==> src/rtl/fp_sqrt_pkg.sv <==
// Shared types and format helpers for the sequential IEEE-754 square-root unit.
// Helpers work on a 64-bit container so any format up to binary64 fits.
package fp_sqrt_pkg;

  localparam int unsigned MAX_W = 64;

  typedef enum logic [1:0] {
    ST_IDLE,
    ST_ITER,
    ST_ROUND,
    ST_DONE
  } sqrt_state_t;

  typedef enum logic [2:0] {
    CLS_ZERO,
    CLS_SUB,
    CLS_NORM,
    CLS_INF,
    CLS_QNAN,
    CLS_SNAN
  } operand_cls_t;

  function automatic int unsigned bias(input int unsigned exp_w);
    return (32'd1 << (exp_w - 32'd1)) - 32'd1;
  endfunction

  function automatic logic [MAX_W-1:0] field_mask(input int unsigned w);
    return (MAX_W'(1) << w) - MAX_W'(1);
  endfunction

  function automatic logic [MAX_W-1:0] exp_field(input logic [MAX_W-1:0] x,
                                                 input int unsigned exp_w,
                                                 input int unsigned man_w);
    return (x >> man_w) & field_mask(exp_w);
  endfunction

  function automatic logic [MAX_W-1:0] man_field(input logic [MAX_W-1:0] x,
                                                 input int unsigned man_w);
    return x & field_mask(man_w);
  endfunction

  // Quiet bit position: mantissa MSB
  function automatic logic [MAX_W-1:0] quiet_bit(input int unsigned man_w);
    return MAX_W'(1) << (man_w - 32'd1);
  endfunction

  function automatic logic [MAX_W-1:0] canon_qnan(input int unsigned exp_w,
                                                  input int unsigned man_w);
    return (field_mask(exp_w) << man_w) | quiet_bit(man_w);
  endfunction

  function automatic operand_cls_t classify(input logic [MAX_W-1:0] x,
                                            input int unsigned exp_w,
                                            input int unsigned man_w);
    logic [MAX_W-1:0] e;
    logic [MAX_W-1:0] m;
    operand_cls_t     cls;
    e   = exp_field(x, exp_w, man_w);
    m   = man_field(x, man_w);
    cls = CLS_NORM;
    if (e == '0) begin
      cls = (m == '0) ? CLS_ZERO : CLS_SUB;
    end else if (e == field_mask(exp_w)) begin
      if (m == '0) cls = CLS_INF;
      else if ((m & quiet_bit(man_w)) != '0) cls = CLS_QNAN;
      else cls = CLS_SNAN;
    end
    return cls;
  endfunction

endpackage

==> src/rtl/fp_sqrt_lzc.sv <==
// Leading-zero counter; an all-zero input reports WIDTH.
module fp_sqrt_lzc #(
  parameter int unsigned WIDTH = 10,
  parameter int unsigned CW    = $clog2(WIDTH + 1)
) (
  input  logic [WIDTH-1:0] data_i,
  output logic [CW-1:0]    lz_o
);

  // Scan upward so the most significant set bit wins
  always_comb begin
    lz_o = CW'(WIDTH);
    for (int i = 0; i < int'(WIDTH); i++) begin
      if (data_i[i]) lz_o = CW'(int'(WIDTH) - 1 - i);
    end
  end

endmodule

==> src/rtl/fp_sqrt_seq.sv <==
// Sequential IEEE-754 square root: restoring one-bit-per-cycle root with RNE,
// special-operand bypass and valid/ready handshakes on both sides.
module fp_sqrt_seq
  import fp_sqrt_pkg::*;
#(
  parameter int unsigned EXP_W = 5,
  parameter int unsigned MAN_W = 10
) (
  input  logic                       CLK,
  input  logic                       RST,
  input  logic                       IN_VALID,
  output logic                       IN_READY,
  input  logic [1+EXP_W+MAN_W-1:0]   IN_DATA,
  output logic                       OUT_VALID,
  input  logic                       OUT_READY,
  output logic [1+EXP_W+MAN_W-1:0]   OUT_DATA,
  output logic                       IS_NAN,
  output logic                       IS_PINF,
  output logic                       IS_INVALID
);

  localparam int unsigned W      = 1 + EXP_W + MAN_W;
  localparam int unsigned PW     = EXP_W + MAN_W;
  localparam int unsigned N      = MAN_W + 2;
  localparam int unsigned RW     = MAN_W + 5;
  localparam int unsigned RADW   = 2 * N;
  localparam int unsigned PADW   = N + 2;
  localparam int unsigned LZW    = $clog2(MAN_W + 1);
  localparam int unsigned CW     = $clog2(MAN_W + 1);
  localparam int unsigned EW     = EXP_W + LZW + 2;
  localparam int unsigned BIAS_V = bias(EXP_W);

  sqrt_state_t       state_q;
  logic              in_ready_q;
  logic              out_valid_q;
  logic [W-1:0]      out_data_q;
  logic              is_nan_q;
  logic              is_pinf_q;
  logic              is_invalid_q;
  logic [RW-1:0]     rem_q;
  logic [N-1:0]      root_q;
  logic [RADW-1:0]   rad_q;
  logic [CW-1:0]     cnt_q;
  logic [EXP_W-1:0]  exp_q;

  logic              sign_in;
  logic [EXP_W-1:0]  exp_in;
  logic [MAN_W-1:0]  man_in;
  operand_cls_t      cls_c;
  logic [LZW-1:0]    lz_c;

  assign sign_in = IN_DATA[W-1];
  assign exp_in  = IN_DATA[MAN_W +: EXP_W];
  assign man_in  = IN_DATA[MAN_W-1:0];
  assign cls_c   = classify(MAX_W'(IN_DATA), EXP_W, MAN_W);

  fp_sqrt_lzc #(
    .WIDTH(MAN_W),
    .CW   (LZW)
  ) u_lzc (
    .data_i(man_in),
    .lz_o  (lz_c)
  );

  // Special-operand result and flags, resolved at acceptance
  logic         spec_c;
  logic [W-1:0] spec_data_c;
  logic         spec_nan_c;
  logic         spec_pinf_c;
  logic         spec_inv_c;

  always_comb begin
    spec_c      = 1'b1;
    spec_data_c = IN_DATA;
    spec_nan_c  = 1'b0;
    spec_pinf_c = 1'b0;
    spec_inv_c  = 1'b0;
    case (cls_c)
      CLS_ZERO: spec_c = 1'b1;
      CLS_INF: begin
        if (sign_in) begin
          spec_data_c = W'(canon_qnan(EXP_W, MAN_W));
          spec_nan_c  = 1'b1;
          spec_inv_c  = 1'b1;
        end else begin
          spec_pinf_c = 1'b1;
        end
      end
      CLS_QNAN: spec_nan_c = 1'b1;
      CLS_SNAN: begin
        spec_data_c = IN_DATA | W'(quiet_bit(MAN_W));
        spec_nan_c  = 1'b1;
        spec_inv_c  = 1'b1;
      end
      default: begin
        if (sign_in) begin
          spec_data_c = W'(canon_qnan(EXP_W, MAN_W));
          spec_nan_c  = 1'b1;
          spec_inv_c  = 1'b1;
        end else begin
          spec_c = 1'b0;
        end
      end
    endcase
  end

  // Normalise the operand, make the exponent even and derive the result exponent
  logic [EW-1:0]    e_c;
  logic [MAN_W-1:0] frac_c;
  logic [MAN_W:0]   sig_c;
  logic [N-1:0]     rad_c;
  logic [EXP_W-1:0] exp_res_c;

  always_comb begin
    if (cls_c == CLS_SUB) begin
      e_c    = EW'(0) - EW'(BIAS_V) - EW'(lz_c);
      frac_c = man_in << (lz_c + LZW'(1));
    end else begin
      e_c    = EW'(exp_in) - EW'(BIAS_V);
      frac_c = man_in;
    end
    sig_c     = {1'b1, frac_c};
    rad_c     = e_c[0] ? {sig_c, 1'b0} : {1'b0, sig_c};
    exp_res_c = EXP_W'({e_c[EW-1], e_c[EW-1:1]} + EW'(BIAS_V));
  end

  // One restoring root step
  logic [RW-1:0] rem_sh_c;
  logic [RW-1:0] trial_c;
  logic          ge_c;
  logic [RW-1:0] rem_d;
  logic [N-1:0]  root_d;

  always_comb begin
    rem_sh_c = {rem_q[RW-3:0], rad_q[RADW-1 -: 2]};
    trial_c  = {1'b0, root_q, 2'b01};
    ge_c     = (rem_sh_c >= trial_c);
    rem_d    = ge_c ? (rem_sh_c - trial_c) : rem_sh_c;
    root_d   = {root_q[N-2:0], ge_c};
  end

  // Round to nearest even on the packed exponent/mantissa so carries ripple up
  logic          inc_c;
  logic [PW-1:0] packed_d;

  always_comb begin
    inc_c    = root_q[0] & ((rem_q != '0) | root_q[1]);
    packed_d = {exp_q, root_q[N-2:1]} + PW'(inc_c);
  end

  always_ff @(posedge CLK or posedge RST) begin
    if (RST) begin
      state_q      <= ST_IDLE;
      in_ready_q   <= 1'b0;
      out_valid_q  <= 1'b0;
      out_data_q   <= '0;
      is_nan_q     <= 1'b0;
      is_pinf_q    <= 1'b0;
      is_invalid_q <= 1'b0;
      rem_q        <= '0;
      root_q       <= '0;
      rad_q        <= '0;
      cnt_q        <= '0;
      exp_q        <= '0;
    end else begin
      case (state_q)
        ST_IDLE: begin
          in_ready_q <= 1'b1;
          if (IN_VALID && in_ready_q) begin
            in_ready_q <= 1'b0;
            if (spec_c) begin
              out_data_q   <= spec_data_c;
              is_nan_q     <= spec_nan_c;
              is_pinf_q    <= spec_pinf_c;
              is_invalid_q <= spec_inv_c;
              out_valid_q  <= 1'b1;
              state_q      <= ST_DONE;
            end else begin
              // Leading radicand pair is 01..11, so the first root bit is always 1
              rem_q   <= RW'(rad_c[N-1 -: 2]) - RW'(1);
              root_q  <= N'(1);
              rad_q   <= {rad_c[N-3:0], {PADW{1'b0}}};
              exp_q   <= exp_res_c;
              cnt_q   <= '0;
              state_q <= ST_ITER;
            end
          end
        end
        ST_ITER: begin
          rem_q  <= rem_d;
          root_q <= root_d;
          rad_q  <= {rad_q[RADW-3:0], 2'b00};
          if (cnt_q == CW'(MAN_W)) begin
            state_q <= ST_ROUND;
          end else begin
            cnt_q <= cnt_q + CW'(1);
          end
        end
        ST_ROUND: begin
          out_data_q   <= {1'b0, packed_d};
          is_nan_q     <= 1'b0;
          is_pinf_q    <= 1'b0;
          is_invalid_q <= 1'b0;
          out_valid_q  <= 1'b1;
          state_q      <= ST_DONE;
        end
        ST_DONE: begin
          if (OUT_READY) begin
            out_valid_q <= 1'b0;
            in_ready_q  <= 1'b1;
            state_q     <= ST_IDLE;
          end
        end
        default: state_q <= ST_IDLE;
      endcase
    end
  end

  assign IN_READY   = in_ready_q;
  assign OUT_VALID  = out_valid_q;
  assign OUT_DATA   = out_data_q;
  assign IS_NAN     = is_nan_q;
  assign IS_PINF    = is_pinf_q;
  assign IS_INVALID = is_invalid_q;

endmodule

==> config.mk <==
export PLATFORM = sky130hd
export DESIGN_NAME = fp_sqrt_seq
export DESIGN_NICKNAME = d
export VERILOG_FILES = /design/src/rtl/fp_sqrt_pkg.sv /design/src/rtl/fp_sqrt_lzc.sv /design/src/rtl/fp_sqrt_seq.sv
export SDC_FILE = /design/constraint.sdc
export NUM_CORES = 1
export LEC_CHECK = 0
export CAP_MARGIN = 15
export CORE_MARGIN = 1
export CORE_UTILIZATION = 60
export CTS_CLUSTER_DIAMETER = 50
export DETAILED_ROUTE_END_ITERATION = 10
export PLACE_DENSITY = 0.82
export SYNTH_ARGS = -nofsm -noshare
export SYNTH_HDL_FRONTEND = slang
export SYNTH_SLANG_ARGS = --single-unit
==> constraint.sdc <==
create_clock -name CLK -period 2.9 [get_ports CLK]
set_clock_uncertainty 0.15 [all_clocks]
set_input_delay 0.29 -clock CLK [delete_from_list [all_inputs] [get_ports CLK]]
set_output_delay 0.29 -clock CLK [all_outputs]
set_load 0.02 [all_outputs]
# After elaboration in Yosys (flattened, before gate mapping)
# Index checks and enable logic that the tools add are counted.
[classes]
n_addsub = 8
n_lt_le_gt_ge = 1
n_eq_ne = 15
shift = 1
mux = 64
bitwise = 3
n_reduce_logical = 20
[op_table]
columns = ["operator", "count"]
rows = [
  ["$logic_not A64 Y1", 2],
  ["$pmux W16 S2", 2],
  ["$mux W15", 4],
  ["$mux W24", 2],
  ["$pmux W24 S2", 1],
  ["$mux W4", 11],
  ["$mux W12", 3],
  ["$mux W16", 2],
  ["$pmux W15 S2", 1],
  ["$pmux W12 S2", 1],
  ["$mux W1", 17],
  ["$add A15 B1 Y15", 1],
  ["$ge A15 B14 Y1", 1],
  ["$reduce_bool A15 Y1", 1],
  ["$sub A15 B14 Y15", 1],
  ["$mux W2", 6],
  ["$ne A2 B2 Y1 const B", 6],
  ["$pmux W1 S2", 6],
  ["$reduce_and A3 Y1", 4],
  ["$mux W10", 1],
  ["$shl A10 B4 Y10", 1],
  ["$mux W3", 3],
  ["$add A4 B1 Y4 const B", 2],
  ["$pmux W2 S4", 1],
  ["other kinds (26)", 32],
]
[totals]
reg_bits = 83
out_inout_bits = 21
elab_cells = 124

# Logic depth before layout (Yosys ltp)
[logic_depth]
ltp_word = 18
mapped_depth = 15

# Hierarchy
# From an unflattened synthesis, not the netlist that was laid out.
[hier_totals]
hier_cells = 611
hier_area_um2 = 5366.4
[by_module_without_submodules]
columns = ["mod", "n_inst", "cells_each", "area_per_inst_um2"]
rows = [
  ["fp_sqrt_seq", 1, 594, 5268.8],
  ["fp_sqrt_lzc", 1, 17, 97.6],
]

# Worst setup path before layout
# OpenSTA, ideal clock, no wires.
[synth_timing]
path_kind = "in2reg"
from = "in IN_DATA[1]"
to = "reg rad_q[17]"
setup_ns = 0.126
arrival_time_ns = 2.709
required_time_ns = 2.624
setup_slack_ns = -0.085
stages = 13
n_path_buf = 3
cell_sequence = "buf_6 > nand2b_4 > a211o_1 > a21o_1 > buf_6 > inv_2 > ha_1 > clkbuf_1 > clkinv_1 > mux4_2 > a41oi_1 > nand2_1 > a221o_1"
[synth_via]
elab_chain_len = 16
[synth_lines]
columns = ["item", "line", "source"]
rows = [
  ["from (decl)", "fp_sqrt_seq.sv:13", "input logic [1+EXP_W+MAN_W-1:0] IN_DATA,"],
  ["$mux W2", "fp_sqrt_lzc.sv:14", "if (data_i[i]) lz_o = CW'(int'(WIDTH) - 1 - i);"],
  ["$mux W4 (8 in series)", "fp_sqrt_lzc.sv:14", ""],
  ["$add A4 B1 Y4", "fp_sqrt_seq.sv:117", "frac_c = man_in << (lz_c + LZW'(1));"],
  ["$shl A10 B4 Y10", "fp_sqrt_seq.sv:117", ""],
  ["$mux W10", "fp_sqrt_seq.sv:115", "if (cls_c == CLS_SUB) begin"],
  ["$mux W12", "fp_sqrt_seq.sv:123", "rad_c = e_c[0] ? {sig_c, 1'b0} : {1'b0, sig_c};"],
  ["$mux W24", "fp_sqrt_seq.sv:171", "if (spec_c) begin"],
  ["$mux W24", "fp_sqrt_seq.sv:169", "if (IN_VALID && in_ready_q) begin"],
  ["$pmux W24 S2", "fp_sqrt_seq.sv:166", "case (state_q)"],
  ["to (signal assigned)", "fp_sqrt_seq.sv:182", "rad_q <= {rad_c[N-3:0], {PADW{1'b0}}};"],
  ["to (signal assigned)", "fp_sqrt_seq.sv:192", "rad_q <= {rad_q[RADW-3:0], 2'b00};"],
  ["to (decl)", "fp_sqrt_seq.sv:42", "logic [RADW-1:0] rad_q;"],
]
# Several ways; a longest one is shown, not always the timed one. The select of a mux whose other input is x is not followed.
# A chain may end at the register's enable or synchronous reset.

# Final worst setup path
[layout_timing]
from = "reg root_q[0]"
to = "reg rem_q[14]"
[layout_via]
elab_chain_len = 3
[layout_lines]
columns = ["item", "line", "source"]
rows = [
  ["from (decl)", "fp_sqrt_seq.sv:41", "logic [N-1:0] root_q;"],
  ["from (signal assigned)", "fp_sqrt_seq.sv:191", "root_q <= root_d;"],
  ["$sub A15 B14 Y15 / $ge A15 B14 Y1 (equally long branches)", "fp_sqrt_seq.sv:138, fp_sqrt_seq.sv:137", ""],
  ["$mux W15 (*)", "fp_sqrt_seq.sv:138", "rem_d = ge_c ? (rem_sh_c - trial_c) : rem_sh_c;"],
  ["$pmux W15 S2 (*)", "fp_sqrt_seq.sv:166", ""],
  ["to (signal assigned)", "fp_sqrt_seq.sv:180", "rem_q <= RW'(rad_c[N-1 -: 2]) - RW'(1);"],
  ["to (signal assigned)", "fp_sqrt_seq.sv:190", "rem_q <= rem_d;"],
  ["to (decl)", "fp_sqrt_seq.sv:40", "logic [RW-1:0] rem_q;"],
]
# Mark *: on every way between the ends. The rest lies on a longest branch, timed or not.

==> results.yml <==
yosys:
  yosysTopAreaCellShare_pct: 32.5
  yosysWarnings: 0
  ys_seq_area_share_pct: 32.5
  synthesis.nets: 669
  synth-seq-cells: 69
  ys_types: 80
  synth_xor_area_share_pct: 5.28
  netlist_area_um2: 5310
  synth_compound_area_share_pct: 25.2
  synthAdderAreaFrac_pct: 6.59
  synth.area.mux_share_pct: 4.83
  synthArstFlopShare_pct: 100
  yosys.area.top_type: "dfrtp_1"
  synth_edf_count: 0
  synth.avg_cell_area_um2: 8.55
  synth_simple_gate_area_share_pct: 19.6
  synthTopCellsByArea: "dfrtp_1, ha_1, o21ai_0"
  netlist_instances: 621
  synth_ff_type: "dfrtp_1"
  synth_top_family_by_area: "compound AO/OA/AOI/OAI gates"
worst_setup_path:
  cp-end-kind: "flop"
  rr_worst_depth: 9
  crit_path_max_fanout: 5
  rr_startpoint: "root_q[0]"
  r2r_end: "rem_q[14]"
  crit_type: "reg2reg"
  start_kind: "flop"
  worstPathArrival_ns: 2.97
  regToRegSetupSlack_ns: 0.02
  worstPathRequired_ns: 3.00
power:
  share_comb_of_total_power_pct: 63.2
  leakage_nw: 3.15
  ir_worst_vdd_v: 0.000655
  powerDensity_nw_per_um2: 1040
  swShare_pct: 45.9
  power_frac_seq_pct: 24.2
  clkPwrFrac_pct: 12.6
  intPower_mw: 3.87
  p_switching_mw: 3.28
floorplan:
  rows: 33
  start_util_pct: 63.4
  die-area_um2: 9230
  die_w_um: 96.1
  die_h_um: 96.1
  num_io_pins: 41
  core_um2: 8380
timing:
  slew_headroom_pct: 61.1
  fmax_mhz: 348
  final-setup-viol-count: 0
  tightest_slew_ns: 0.583
  tns_ns: 0
  period_needed_ns: 2.88
  post-route-period-util_pct: 99.2
  hold-worst-slack_ns: 0.137
  drv_slew: 0
  hold_viol: 0
job:
  drv_cap: 0
layout:
  areaGrowthSynthToFinish_pct: 29.9
  design_area_um2: 6900
  layout.cells.most_common_list: "buf_4, dfrtp_1, nand2_1"
  antenna_cells: 0
  mostFrequentLayoutCell: "buf_4"
  fin_nets: 800
  fillers: 489
  final_cells: 862
  layout-drive-gt1-share_pct: 23.2
route:
  wl_per_cell_um: 19.8
  dr.pass1.iters: 5
  drc: 0
  vias: 5712
  drtIter0Drc: 513
  via_per_inst: 6.63
  wl_um: 17100
  antenna_left: 0
cts:
  numCtsBuffers: 9
  cts_buffer_depth: 2
  cts_tree: "built"
  clk_latency_ns: 0.36
  postCtsHoldBufs: 0
  clkSinkCount: 69
  cts.clk_slew.worst_paths_ns: 0.09
  root_buffer: "clkbuf_8"
  h-tree-depth: 3
placed_design:
  placement.io_buffers: 40
  placed_area_um2: 6500
  dpl.hpwl_um: 12000
  routabilityCongestion: 1.07
  placedCellCount: 840
outcome:
  status: "completed"
grt:
  antenna_found_initial: 0
  grt_pass1_vias: 5565
  grt_max_degree: 34
  globalRouteTotalUtil_pct: 37.2
  grt_pass1_wl_um: 26300
  grt_overflow: 0
worst_hold_path:
  worst_hold_path_type: "in2async"
## flip-flops by register name, indices dropped and copies added (netlist names)
name        cells
rad_q          10
IS_INVALID      1
OUT_VALID       1
cnt_q           4
IS_PINF         1
state_q         2
IN_READY        1
exp_q           5
IS_NAN          1
root_q         12
rem_q          15
OUT_DATA       16
## Yosys cell counts, drive strengths merged (11+ instances only)
master and instances:
clkbuf 19, ha 28, dfrtp 69, nor3 18, inv 35, xnor2 21, nand2 68, buf 15
o21ai 54, o22ai 13, nor2 42, and3 11, nand3 14, mux2i 14, a21oi 32, xor2 11
## power by group through the flow
stage	registers [mW]	clock network, mW	logic, mW
floorplan	1.79	0	2.76
finish	1.73	0.902	4.52
detailed placement	1.73	0	4.22
global placement	1.70	0	4.03
CTS	1.71	0.898	4.28
global route	1.78	0.941	4.90
## logic make-up after synthesis
family,Yosys count
compound gates,195
xor+xnor,32
fa+ha+maj,28
buf+inv,71
flops,69
mux,22
simple gates,204
## worst max path at each step
stage                     from         to  cells after the start
detailed placement  IN_DATA[4]  rad_q[16]                     13
CTS                 IN_DATA[1]  rad_q[17]                     11
global route         root_q[3]   rem_q[5]                     10
floorplan           IN_DATA[1]   rem_q[0]                     15
global placement    IN_DATA[4]  rad_q[19]                     13
finish               root_q[0]  rem_q[14]                      9
## per-layer routing
layer	vias to the layer above	GRT usage [%]	wire length (um)	part of all wire, %
li1	2569	-	-	-
met2	349	63.3	8300	49
met1	2707	44.9	6720	39
met3	87	6.24	1330	7.8
met5	-	0	0	0
met4	0	19.7	701	4.1
## cell type report
cell class | count | area, um^2 | area share, %
Multi-Input combinational cell | 481 | 3400 | 49.2
Sequential cell | 69 | 1730 | 25.0
Timing Repair Buffer | 154 | 1280 | 18.6
Inverter | 37 | 141 | 2.05
Tap cell | 105 | 131 | 1.90
Clock buffer | 9 | 124 | 1.79
Clock inverter | 7 | 97.6 | 1.41
## through the flow
step,setup slack (ns),power (mW),utilization [%]
2_1_floorplan,0.0277,4.56,-
3_3_place_gp,-0.365,5.73,77.5
3_5_place_dp,-0.435,5.95,77.5
4_1_cts,0.00546,6.89,80.9
5_1_grt,-0.0359,7.62,82.4
6_report,0.0236,7.15,82.4
## timing repair
| item | in CTS | in global routing |
|---|---|---|
| setup buffers | 3 | 2 |
| endpoints found under the hold margin | 0 | 0 |
| endpoints found under the setup margin | 9 | 32 |
| pin swaps | 3 | 8 |
| resized for setup | 11 | 25 |
| gates cloned | 1 | 0 |
## critical path, cell delays in order, from the launching register on
cell and delay, ns:
dfrtp_1 0.40, inv_1 0.09, ha_1 0.36, nor2b_1 0.18, o31a_1 0.28, o41a_1 0.42, a31oi_4 0.25, o221ai_1 0.17
and4_1 0.23, a221o_1 0.25
Power figures use the tool's default switching activity.
